**config.mk**
```make
export PLATFORM = sky130hd
export DESIGN_NAME = ser_pattern_ctrl
export DESIGN_NICKNAME = d
export VERILOG_FILES = /design/src/rtl/ser_pattern_ctrl.sv
export SDC_FILE = /design/constraint.sdc
export NUM_CORES = 1
export LEC_CHECK = 0
export CAP_MARGIN = 25
export CELL_PAD_IN_SITES_DETAIL_PLACEMENT = 0
export CELL_PAD_IN_SITES_GLOBAL_PLACEMENT = 1
export CORE_ASPECT_RATIO = 1.25
export CORE_UTILIZATION = 40
export CTS_CLUSTER_SIZE = 8
export DETAILED_ROUTE_END_ITERATION = 8
export GPL_TIMING_DRIVEN = 0
export PLACE_DENSITY_LB_ADDON = 0.1
export SKIP_LAST_GASP = 1
export SLEW_MARGIN = 20
export SYNTH_ARGS = -nofsm -noshare
export SYNTH_HDL_FRONTEND = slang
export SYNTH_SLANG_ARGS = --single-unit
```
**constraint.sdc**
```tcl
create_clock -name clk -period 2.61 [get_ports clk]
set_clock_uncertainty 0.15 [all_clocks]
set_input_delay 0.261 -clock clk [delete_from_list [all_inputs] [get_ports clk]]
set_output_delay 0.261 -clock clk [all_outputs]
set_load 0.02 [all_outputs]
```
**src/rtl/ser_pattern_ctrl.sv**
```systemverilog
// Drives a WIDTH-bit pattern LSB-first into a pattern detector passes+1 times,
// waits DRAIN_CYC cycles for detector latency, and counts the match pulses seen.
module ser_pattern_ctrl #(
  parameter int WIDTH     = 10,
  parameter int CNT_W     = 6,
  parameter int DRAIN_CYC = 2
) (
  input  logic             clk,
  input  logic             rst,
  input  logic             start,
  input  logic             abort,
  input  logic [WIDTH-1:0] pattern,
  input  logic [3:0]       passes,
  output logic             ser_out,
  input  logic             det_in,
  output logic             busy,
  output logic             done,
  output logic [CNT_W-1:0] hit_count
);

  localparam int BIT_W = (WIDTH > 1) ? $clog2(WIDTH) : 1;

  typedef enum logic [1:0] {
    IDLE,
    SHIFT,
    DRAIN,
    DONE
  } state_e;

  state_e             state_q;
  logic [WIDTH-1:0]   shreg_q;
  logic [BIT_W-1:0]   bit_cnt_q;
  logic [3:0]         pass_cnt_q;
  logic [3:0]         passes_q;
  logic [3:0]         drain_cnt_q;
  logic [CNT_W-1:0]   hit_cnt_q;
  logic               ser_out_q;
  logic               busy_q;
  logic               done_q;
  logic [WIDTH-1:0]   shreg_d;

  // After WIDTH rotations the register holds the original pattern again,
  // so back-to-back passes need no reload.
  assign shreg_d = {shreg_q[0], shreg_q[WIDTH-1:1]};

  // NOTE: every state register is assigned with <= so all updates use the
  // values from before the edge; a later assignment in the block overrides an
  // earlier one, which is how start clears the hit counter.
  always_ff @(posedge clk) begin
    if (rst) begin
      state_q     <= IDLE;
      shreg_q     <= '0;
      bit_cnt_q   <= '0;
      pass_cnt_q  <= '0;
      passes_q    <= '0;
      drain_cnt_q <= '0;
      hit_cnt_q   <= '0;
      ser_out_q   <= 1'b0;
      busy_q      <= 1'b0;
      done_q      <= 1'b0;
    end else begin
      done_q <= 1'b0;

      // Counted even on an aborting edge, since busy is still high in that cycle.
      if (busy_q && det_in && (hit_cnt_q != {CNT_W{1'b1}})) begin
        hit_cnt_q <= hit_cnt_q + 1'b1;
      end

      case (state_q)
        IDLE: begin
          if (start) begin
            shreg_q    <= pattern;
            passes_q   <= passes;
            bit_cnt_q  <= '0;
            pass_cnt_q <= '0;
            hit_cnt_q  <= '0;
            ser_out_q  <= pattern[0];
            busy_q     <= 1'b1;
            state_q    <= SHIFT;
          end
        end

        SHIFT: begin
          if (abort) begin
            ser_out_q <= 1'b0;
            busy_q    <= 1'b0;
            state_q   <= IDLE;
          end else begin
            shreg_q <= shreg_d;
            if (bit_cnt_q == BIT_W'(WIDTH - 1)) begin
              if (pass_cnt_q < passes_q) begin
                bit_cnt_q  <= '0;
                pass_cnt_q <= pass_cnt_q + 4'd1;
                ser_out_q  <= shreg_d[0];
              end else begin
                drain_cnt_q <= '0;
                ser_out_q   <= 1'b0;
                state_q     <= DRAIN;
              end
            end else begin
              bit_cnt_q <= bit_cnt_q + 1'b1;
              ser_out_q <= shreg_d[0];
            end
          end
        end

        DRAIN: begin
          if (abort) begin
            busy_q  <= 1'b0;
            state_q <= IDLE;
          end else if (drain_cnt_q == 4'(DRAIN_CYC - 1)) begin
            busy_q  <= 1'b0;
            done_q  <= 1'b1;
            state_q <= DONE;
          end else begin
            drain_cnt_q <= drain_cnt_q + 4'd1;
          end
        end

        DONE: begin
          state_q <= IDLE;
        end

        default: begin
          ser_out_q <= 1'b0;
          busy_q    <= 1'b0;
          state_q   <= IDLE;
        end
      endcase
    end
  end

  assign ser_out   = ser_out_q;
  assign busy      = busy_q;
  assign done      = done_q;
  assign hit_count = hit_cnt_q;

endmodule

```
After elaboration in Yosys (flattened, before gate mapping)

Cells that the tools add are included.

Register bits: 37
Bits in latches: 0
Bits in writable memories: 0
Bits in read-only memories: 0
Output and inout port bits: 9
Word-level logic and storage cells: 88
Memories: 0

Add/subtract/negate cells: 4
Multiply operators: 0
Divide/modulo/power cells: 0
$lt $le $gt $ge: 1
Equal/unequal tests: 18
Shifts and indexed selects: 0
Multiplexer cells: 39
Bitwise logic cells: 1
Reductions and logical operators: 15

Operator list:

| kind                                           | number |
|---|---|
| two-way mux 4 bit                              | 12 |
| one-hot mux 4 bit (2 select lines)             | 3 |
| two-way mux 10 bit                             | 2 |
| one-hot mux 10 bit (2 select lines)            | 1 |
| two-way mux 6 bit                              | 3 |
| != test 2 bit (second input constant)          | 8 |
| adder 4 x 1 -> 4 bit (second input constant)   | 3 |
| two-way mux 2 bit                              | 6 |
| != test 3 bit (second input constant)          | 4 |
| AND reduction 4 bit                            | 3 |
| two-way mux 1 bit                              | 9 |
| one-hot mux 2 bit (4 select lines)             | 1 |
| adder 6 x 1 -> 6 bit (second input constant)   | 1 |
| != test 6 bit (second input constant)          | 1 |
| AND reduction 6 bit                            | 1 |
| AND reduction 5 bit                            | 1 |
| == test 2 bit (second input constant)          | 2 |
| == test 4 x 1 -> 1 bit (second input constant) | 1 |
| == test 4 bit (second input constant)          | 1 |
| < comparator 4 bit                             | 1 |
| AND reduction 2 bit                            | 2 |
| nonzero test 2 bit                             | 2 |
| one-hot mux 1 bit (3 select lines)             | 1 |
| AND reduction 3 bit                            | 1 |
| other kinds (7)                                | 8 |

Depth between registers and ports, before layout

Gate-level depths: netlist (run 1).

Word-level depth: 5
Gate-level depth with buffers: 8
Mapped depth without buffers: 6

Worst setup path after synthesis (run 1)

Ideal clock, no wire load.

Path type: register to register
From: reg state_q[0]
To: reg pass_cnt_q[3]
Setup time: 0.070 ns
Arrival: 1.777 ns
Required time: 2.390 ns
Path slack: 0.613 ns
Stages on the path, launching flop included: 8
Period minus slack after synthesis: 1.997 ns
Cells stage by stage: dfxtp_1 > inv_1 > ha_1 > nor2b_2 > buf_6 > a211o_1 > or4_1 > a21boi_1

Word-level cells in the longest chain between the ends: 3

RTL lines:

| item                                                                 | line | source |
|---|---|---|
| start, declared                                                      | 30   | `state_e state_q;` |
| start signal, assigned                                               | 51   | `state_q <= IDLE;` |
| start signal, assigned                                               | 79   | `state_q <= SHIFT;` |
| start signal, assigned                                               | 87   | `state_q <= IDLE;` |
| == test 2 x 1 -> 1 bit or logical NOT 2 bit (tied branches)          | 69   | `case (state_q)` |
| != test 2 bit (no source line) or nonzero test 2 bit (tied branches) | --   |  |
| AND reduction 5 bit (no source line)                                 | --   |  |
| end signal, assigned                                                 | 93   | `pass_cnt_q <= pass_cnt_q + 4'd1;` |
| end, declared                                                        | 33   | `logic [3:0] pass_cnt_q;` |

Parallel ways exist; a longest one is shown, timed or not.
A chain may end at the register's enable or synchronous reset.

Worst setup path after layout (run 1)

From: reg passes_q[3]
To: reg pass_cnt_q[3]

Word-level cells in the longest chain between the ends: 3

RTL lines:

| item                                 | line | source |
|---|---|---|
| start, declared                      | 34   | `logic [3:0] passes_q;` |
| start signal, assigned               | 73   | `passes_q <= passes;` |
| < comparator 4 bit                   | 91   | `if (pass_cnt_q < passes_q) begin` |
| != test 2 bit (no source line)       | --   |  |
| AND reduction 5 bit (no source line) | --   |  |

No other way between the ends.

==> impl_metrics.ini, run 1 <==
[sta]
hold_ws_ns = 0.302
final.setup.tns_ns = 0
transition_time_at_the_pin_with_the_least_slew_margin_ns = 0.525
setup_repair_after_global_routing_missed_its_margin = no
min_period_ns = 2.17
setup_violations = 0
finalCritPeriodShare_pct = 83.1
number_of_pins_exceeding_their_max_slew_limit_in_the_final_report = 0
timing.fmax_mhz = 461
relSlewSlack_pct = 64.6
finalHoldViolations = 0

[floorplan]
floorplan.io_pins = 28
coreArea_um2 = 4870
floorplan.die_area_um2 = 5490
initial_utilization_pct = 42.7
std_cell_rows = 28
die_width_um = 66.5
die_y_um = 82.6

[synthesis]
synth.largest_area_cell = dfxtp_1
syn_inst = 239
yosys.area_share.adder_pct = 7.83
synth_seq_cells = 37
yosysWarningCount = 0
dominant_combinational_cell_family_by_area_after_synthesis = compound AO/OA/AOI/OAI gates
synthMuxAreaShare_pct = 5.84
seq_area_frac_synth_pct = 35.7
async_set_or_reset_register_ratio_after_synthesis_pct = 0
synth-main-ff-cell = dfxtp_1
number_of_enable_type_register_cells_in_the_synthesized_netlist = 0
yosys-top-cells-area = dfxtp_1 (36%), ha_1 (7.8%), mux2i_1 (5.3%)
post_synthesis_simple_gate_area_fraction_pct = 20.7
synth.top_cell.area_share_pct = 35.7
synthesis.nets = 271
synthTopCellsByCount = dfxtp_1 (37), nor2_1 (25), a21oi_1 (16)
synthMostInstantiatedCell = dfxtp_1
synth_cell_types = 58
synth_area_um2 = 2080
synth_compound_gate_area_share_pct = 23.1
postSynthAreaPerCell_um2 = 8.69
synth-xor-area-share_pct = 1.27

[outcome]
outcome = finished clean

[drt]
detailroute.via_count = 1865
drtIter0Drc = 67
detail_route.drc_violations = 0
postRouteAntennaNets = 0
vias_per_cell = 5.58
wl_met3_um = 152
met2_wirelength_um = 2270
maxUsedRoutingLayer = met4
firstDrtPassIters = 4
wire_per_inst_um = 13.9
totalWireLength_um = 4660
routedLengthMet1_um = 2180

[setup_path]
timing_worst_setup_path_type = flop to flop
endpoint_kind = flop
crit_fanout = 6
required_ns = 2.68
reg2reg_depth = 6
worst_setup_path_start_kind = flop
critical_path_arrival_ns = 2.24
timing.reg2reg.setup_slack_ns = 0.44
crit-reg2reg-capture = pass_cnt_q[3]
regToRegStartpoint = passes_q[3]
worstSetupStartpoint = passes_q[3]

[power]
power-per-cell-area_nw_per_um2 = 693
ir_drop_mv = 0.382
share_clk_of_total_power_pct = 25.5
internal_power_w = 0.00115
comb_power_share_pct = 34.5
seqPwrFrac_pct = 40.0
switching_power_w = 0.000600
netSwitchingFraction_pct = 34.3
power.leakage_nw = 0.945

[run]
cap_violations = 0

[grt]
grt_pass1_wl_um = 8020
grt_antenna_before_repair = 0
pin_count_of_the_biggest_net_entering_global_routing = 12
number_of_global_route_vias_before_repair = 1756
grt_util_all_layers_pct = 19.2
grt_remaining_overflow = 0

[placement]
gpl.final_weighted_congestion = 0.765
placement.io_buffers = 27
dpl.hpwl_um = 3440

[min_path]
holdCritStartpoint = passes_q[0]
worst_hold_path.endpoint = passes_q[0]
min-delay-path-class = flop to flop
hold_path_depth = 2

[clock_network]
post_cts_clock_slew_at_the_launch_and_capture_registers_of_the_worst_setup_and_hold_paths_ns = 0.07
tritoncts = built
cts_setup_buffers = 0
post_cts_resized = 0
cts_inserted_buffers = 5
clk_root_buffer_cell = clkbuf_8
cts_htree_levels = 2
tritoncts_num_sinks = 37
clockBufferDepth = 2
holdBufCountCts = 0
clk_latency_ns = 0.29

[cells_and_area]
finalNetCount = 305
post_route_cells_drive_above_1_share_pct = 8.39
area_growth_syn_to_layout_pct = 21.5
antenna_cells_inserted = 0
==> worst max-delay path by stage <==
stage                endpoint  depth (start not counted)  slack (ns)
2_1_floorplan   pass_cnt_q[3]                          7        0.61
3_3_place_gp       shreg_q[0]                          6        0.31
3_5_place_dp       shreg_q[0]                          6        0.34
4_1_cts          bit_cnt_q[1]                          7        0.40
5_1_grt        drain_cnt_q[3]                          7        0.14
6_report        pass_cnt_q[3]                          6        0.44
==> metal layers <==
metal  up-vias  track usage [%]
li1        949                -
met1       874             23.5
met2        36             33.5
met3         6             4.40
met4         0             5.53
met5         -                0
==> stage by stage <==
stage | instance area (um2) | instances | utilization [%] | setup WS (ns) | power (W)
after floorplan | 2080 | 239 | - | 0.613 | 0.00115
after global placement | 2420 | 326 | 49.7 | 0.313 | 0.00132
after detailed placement | 2420 | 326 | 49.7 | 0.340 | 0.00132
after CTS | 2520 | 334 | 51.8 | 0.403 | 0.00178
after global routing | 2520 | 334 | 51.8 | 0.138 | 0.00188
final | 2520 | 334 | 51.8 | 0.441 | 0.00175
==> worst max-delay path, cell delays in order, from the launching register on <==
cell,delay [ns]
dfxtp_1,0.33
inv_1,0.04
ha_1,0.28
a21oi_1,0.40
o21ai_1,0.24
or4_1,0.53
a21boi_1,0.14
==> area by class of cell <==
cell class              count  area, um2
flip-flops and latches     37        741
clock buffers               7       96.3
inverters                  14       52.6
plain buffers              12       65.1
multi-input cells         176       1220
clock inverters             1       5.00
well taps                  60       75.1
fillers                   482       2350
repair buffers             27        270
==> cell families after synthesis <==
group | Yosys count
AO/OA/AOI/OAI | 68
XOR/XNOR | 3
adder cells (fa/ha/maj) | 13
buffers and inverters | 26
flip-flops | 37
multiplexers | 12
AND/OR/NAND/NOR | 80
==> power by group through the flow <==
stage                     Sequential (W)  Clock, W  Combinational, W
after floorplan                 0.000712         0          0.000441
after global placement          0.000713         0          0.000607
after detailed placement        0.000713         0          0.000609
after CTS                       0.000700  0.000465          0.000610
after global routing            0.000712  0.000491          0.000682
final                           0.000700  0.000446          0.000604
==> cell usage in the layout, fill, tap and decap left out, types with 2 or more instances in the layout <==
cell / instances
o21ai_0: 6
nand2_1: 11
mux2i_1: 11
nand3_1: 13
a31oi_1: 4
a21oi_1: 16
clkbuf_1: 6
xnor2_1: 3
a221oi_1: 2
dfxtp_1: 37
o211ai_1: 4
nor3_1: 5
or4_1: 2
ha_1: 13
nand2b_1: 4
buf_6: 2
clkdlybuf4s50_1: 27
clkbuf_8: 7
nor2b_1: 2
inv_1: 14
o211a_1: 2
or3_1: 2
a32o_1: 2
nor2_1: 25
a211oi_1: 13
a311oi_1: 2
buf_2: 4
o31ai_1: 2
==> sequential cells by signal (all words and copies together), names as in the netlist <==
signal	flops
passes_q	4
pass_cnt_q	4
drain_cnt_q	4
hit_count	6
shreg_q	10
state_q	2
bit_cnt_q	4
done	1
busy	1
ser_out	1
(Power assumes the default switching activity.)
==> inputs of run 2 (changes only) <==
--- a/config.mk
+++ b/config.mk
@@ -9,7 +9,7 @@
 export CELL_PAD_IN_SITES_DETAIL_PLACEMENT = 0
 export CELL_PAD_IN_SITES_GLOBAL_PLACEMENT = 1
 export CORE_ASPECT_RATIO = 1.25
-export CORE_UTILIZATION = 40
+export CORE_UTILIZATION = 37
 export CTS_CLUSTER_SIZE = 8
 export DETAILED_ROUTE_END_ITERATION = 8
 export GPL_TIMING_DRIVEN = 0
==> constraint.sdc (replaced) <==
create_clock -name clk -period 1.95 [get_ports clk]
set_clock_uncertainty 0.15 [all_clocks]
set_input_delay 0.195 -clock clk [delete_from_list [all_inputs] [get_ports clk]]
set_output_delay 0.195 -clock clk [all_outputs]
set_load 0.02 [all_outputs]
==> run 2 against run 1 <==
Compared with the run above:
- flip-flop and latch count unchanged
- power rose by 41%
- cell count up 5.7%
- cell area up 10%
- first-iteration DRC count down 13%
- core utilization fell by 0.39 points
- wire length is 11% higher
==> impl_metrics.ini, run 2 (synthesized netlist as in run 1, its figures left out) <==
[grt]
grt_remaining_overflow = 0
number_of_global_route_vias_before_repair = 1706
grt_util_all_layers_pct = 17.2
grt_pass1_wl_um = 8270
pin_count_of_the_biggest_net_entering_global_routing = 12
grt_antenna_before_repair = 0

[drt]
detailroute.via_count = 1957
vias_per_cell = 5.54
firstDrtPassIters = 4
totalWireLength_um = 5180
wire_per_inst_um = 14.7
postRouteAntennaNets = 0
drtIter0Drc = 58
detail_route.drc_violations = 0

[floorplan]
floorplan.die_area_um2 = 5920
die_y_um = 85.8
die_width_um = 69.0
initial_utilization_pct = 38.4
coreArea_um2 = 5410
std_cell_rows = 30
floorplan.io_pins = 28

[clock_network]
clockBufferDepth = 2
cts_inserted_buffers = 5
tritoncts = built
clk_root_buffer_cell = clkbuf_8
tritoncts_num_sinks = 37
clk_latency_ns = 0.29
holdBufCountCts = 0
post_cts_clock_slew_at_the_launch_and_capture_registers_of_the_worst_setup_and_hold_paths_ns = 0.07
cts_htree_levels = 2

[setup_path]
critical_path_arrival_ns = 2.01
worst_setup_path_start_kind = flop
timing_worst_setup_path_type = flop to flop
required_ns = 2.02
crit_fanout = 6
endpoint_kind = flop

[power]
totalPowerFinal_w = 0.00246
ir_drop_mv = 0.486
power-per-cell-area_nw_per_um2 = 885
power.leakage_nw = 1.05

[sta]
setup_repair_after_global_routing_missed_its_margin = yes
min_period_ns = 1.93
finalHoldViolations = 0
relSlewSlack_pct = 62.9
transition_time_at_the_pin_with_the_least_slew_margin_ns = 0.556
setup_violations = 0
final.setup.tns_ns = 0
finalCritPeriodShare_pct = 99.2
hold_ws_ns = 0.317
timing.fmax_mhz = 517
number_of_pins_exceeding_their_max_slew_limit_in_the_final_report = 0

[cells_and_area]
combined_area_of_the_multi_input_logic_cells_um2 = 1350
mostFrequentLayoutCells = dfxtp_1 (32), clkdlybuf4s50_1 (27), nor2_1 (24)
sequential_cell_area_um2 = 749
post_route_cells_drive_above_1_share_pct = 22.5
finalNetCount = 320
max_flop_register = shreg_q
area_growth_syn_to_layout_pct = 33.9
layout_commonest_cell = dfxtp_1
n_fill_cell = 528
antenna_cells_inserted = 0
final-instance-count-excl-fill = 353
largest_register_ffs = 10

[placement]
dp.cells = 330
gpl.final_weighted_congestion = 0.779
dpl.hpwl_um = 3510
placement.io_buffers = 27

[outcome]
outcome = finished clean

[run]
cap_violations = 0

[min_path]
min-delay-path-class = flop to flop
==> run 2: cell count changes in the layout (fill, tap and decap cells not counted), sizes merged <==
cell	before	now
clkinv	1	2
buf	6	21
clkbuf	13	12
==> run 2: critical path: stages (launching register included) <==
cell and delay (ns):
dfxtp_4 0.39, inv_4 0.05, ha_4 0.17, nor2b_4 0.15, buf_6 0.13, a21o_2 0.19
or4_1 0.49, a21oi_1 0.14
==> run 2: per-stage QoR <==
step                instance area [um2]  util [%]  worst slack, ns
floorplan                          2080         -          0.00844
global placement                   2430      45.0           -0.321
detailed placement                 2430      45.0           -0.319
CTS                                2660      49.2          -0.0544
global route                       2780      51.4          -0.0724
finish                             2780      51.4           0.0153
==> run 2: path summary, 6_finish.rpt <==
path | from | to | slack [ns] | depth (start not counted)
max | state_q[0] | bit_cnt_q[0] | 0.02 | 7
min | passes_q[3] | passes_q[3] | 0.32 | 2
max reg2reg | state_q[0] | bit_cnt_q[0] | 0.02 | 7
min reg2reg | passes_q[3] | passes_q[3] | 0.32 | 2
==> run 2: final cells by class <==
cell class,instances,area share (%)
clock inverter,2,0.360
inverter,14,2.07
clock buffer,6,2.61
multi-input combinational,176,48.7
sequential,37,27.0
tap,64,2.88
buffer,9,1.58
timing repair buffer,45,14.9
==> run 2: what timing repair did <==
action                                  CTS  global route
resized for setup                        23            17
buffers inserted                         11             7
pin swaps                                 8            11
endpoints found under the setup margin   29            21
==> run 2: where the power goes <==
part	switching [W]	internal [W]	total (W)
combinational	0.000525	0.000465	0.000990
sequential	0.0000784	0.000871	0.000949
clock	0.000272	0.000248	0.000520
total	0.000876	0.00158	0.00246
==> run 2: routing by layer <==
layer  vias up  share of wire (%)  GRT usage (%)
met5         -                  0              0
li1        991                  -              -
met4         0                1.2           5.75
met2        31                 48           28.9
met1       929                 48           21.7
met3         6                2.7           4.00
==> inputs of run 3 (changes only) <==
--- a/config.mk
+++ b/config.mk
@@ -14,6 +14,7 @@
 export DETAILED_ROUTE_END_ITERATION = 8
 export GPL_TIMING_DRIVEN = 0
 export PLACE_DENSITY_LB_ADDON = 0.1
+export SKIP_CTS_REPAIR_TIMING = 1
 export SKIP_LAST_GASP = 1
 export SLEW_MARGIN = 20
 export SYNTH_ARGS = -nofsm -noshare
==> run 3 against run 2 <==
Compared with the run above:
- the run now ends with setup timing left
- highest routed layer unchanged
- maximum frequency fell by 1.7%
- critical endpoint unchanged
- core utilization fell by 0.37 points
- worst setup slack got worse by 0.033 ns
- clock-buffer cell count did not move
- die area did not move
- wire length fell by 0.23%
- register-to-register slack got worse by 0.03 ns
- critical path depth rose by 1
- flip-flop and latch count did not move
- power rose by 0.19%
- clock power fell by 0.8%
==> impl_metrics.ini, run 3 (synthesized netlist as in run 1, its figures left out) <==
[sta]
timing.fmax_mhz = 508
finalHoldViolations = 0
setup_repair_after_global_routing_missed_its_margin = yes
min_period_ns = 1.97
finalCritPeriodShare_pct = 101
transition_time_at_the_pin_with_the_least_slew_margin_ns = 0.562
final.setup.tns_ns = -0.0187
setup_violations = 2
relSlewSlack_pct = 62.5
number_of_pins_exceeding_their_max_slew_limit_in_the_final_report = 0
layout_setup_ws_ns = -0.0178

[setup_path]
crit-reg2reg-capture = bit_cnt_q[0]
required_ns = 2.01
worst_setup_path_start_kind = flop
timing_worst_setup_path_type = flop to flop
worstSetupStartpoint = passes_q[1]
timing.reg2reg.setup_slack_ns = -0.02
endpoint_kind = flop
crit_fanout = 5
critical_path_arrival_ns = 2.03
regToRegStartpoint = passes_q[1]
timing.critical_path.to = bit_cnt_q[0]
reg2reg_depth = 8

[cells_and_area]
mostFrequentLayoutCells = dfxtp_1 (30), clkdlybuf4s50_1 (27), nor2_1 (24)
area_growth_syn_to_layout_pct = 32.9
largest_register_ffs = 10
antenna_cells_inserted = 0
finalCoreUtilization_pct = 51.1
postLayoutCellArea_um2 = 2760
post_route_cells_drive_above_1_share_pct = 21.9
finalNetCount = 314
max_flop_register = shreg_q
layout_commonest_cell = dfxtp_1

[floorplan]
die_y_um = 85.8
std_cell_rows = 30
floorplan.die_area_um2 = 5920
initial_utilization_pct = 38.4
coreArea_um2 = 5410
floorplan.io_pins = 28
die_width_um = 69.0

[clock_network]
post_cts_clock_slew_at_the_launch_and_capture_registers_of_the_worst_setup_and_hold_paths_ns = 0.07
tritoncts = built
cts_inserted_buffers = 5
tritoncts_num_sinks = 37
clk_root_buffer_cell = clkbuf_8
cts_htree_levels = 2
clk_latency_ns = 0.29
clockBufferDepth = 2

[placement]
dpl.hpwl_um = 3510
placement.io_buffers = 27
placed_area_um2 = 2430
gpl.final_weighted_congestion = 0.779

[drt]
detail_route.drc_violations = 0
vias_per_cell = 5.58
drtIter0Drc = 64
detailroute.via_count = 1935
wire_per_inst_um = 14.9
totalWireLength_um = 5170
postRouteAntennaNets = 0
firstDrtPassIters = 4

[power]
ir_drop_mv = 0.526
power.leakage_nw = 1.02
power-per-cell-area_nw_per_um2 = 893

[outcome]
outcome = complete, but fails checks
failed_checks = setup timing

[grt]
grt_util_all_layers_pct = 16.8
number_of_global_route_vias_before_repair = 1646
grt_remaining_overflow = 0
grt_antenna_before_repair = 0
grt_pass1_wl_um = 8050
pin_count_of_the_biggest_net_entering_global_routing = 12

[min_path]
min-delay-path-class = flop to flop

[run]
cap_violations = 0
## run 3: cell count changes in the layout (fill, tap and decap cells not counted), sizes merged
cell / delta
buf: -6
## run 3: area by class of cell
| type | instances | area, um2 |
|---|---|---|
| Inverter | 14 | 55.1 |
| Buffer | 10 | 57.6 |
| Timing Repair Buffer | 38 | 360 |
| Sequential cell | 37 | 757 |
| Clock inverter | 2 | 10.0 |
| Tap cell | 64 | 80.1 |
| Clock buffer | 6 | 72.6 |
| Multi-Input combinational cell | 176 | 1370 |
| Fill cell | 536 | 2650 |
## run 3: worst min path at each step
stage	startpoint	slack [ns]	endpoint	depth (start not counted)
3_5_place_dp	passes_q[2]	0.30	passes_q[2]	2
6_report	passes_q[3]	0.32	passes_q[3]	2
5_1_grt	passes[0]	0.32	passes_q[0]	3
4_1_cts	passes_q[1]	0.31	passes_q[1]	2
3_3_place_gp	passes_q[1]	0.29	passes_q[1]	2
2_1_floorplan	passes[0]	0.19	passes_q[0]	2
## run 3: power breakdown
group | switching (W) | internal [W] | leakage (nW)
clock network | 0.000268 | 0.000248 | 0.0450
registers | 0.0000790 | 0.000875 | 0.306
logic | 0.000530 | 0.000465 | 0.671
total | 0.000877 | 0.00159 | 1.02
## run 3: critical path, cell delays in order, from the launching register on
cell and delay (ns):
dfxtp_2 0.34, inv_2 0.04, ha_4 0.22, o211ai_1 0.18, buf_4 0.18, buf_6 0.10, nor3_2 0.04, or4_1 0.50
a21oi_1 0.14
## run 3: stage by stage
| step | hold slack [ns] | setup WS, ns | power (W) | instances |
|---|---|---|---|---|
| global route | 0.320 | -0.0597 | 0.00262 | 347 |
| detailed placement | 0.302 | -0.319 | 0.00178 | 330 |
| floorplan | 0.192 | 0.00844 | 0.00155 | 239 |
| finish | 0.317 | -0.0178 | 0.00246 | 347 |
| global placement | 0.295 | -0.321 | 0.00177 | 330 |
| CTS | 0.315 | -0.320 | 0.00231 | 338 |
## run 3: per-layer routing
| metal | vias to the layer above | share of wire (%) | global-route usage, % |
|---|---|---|---|
| met5 | - | 0 | 0 |
| met4 | 0 | 1.4 | 5.94 |
| met3 | 9 | 2.8 | 3.64 |
| met2 | 24 | 48 | 27.9 |
| met1 | 925 | 48 | 21.5 |
| li1 | 977 | - | - |
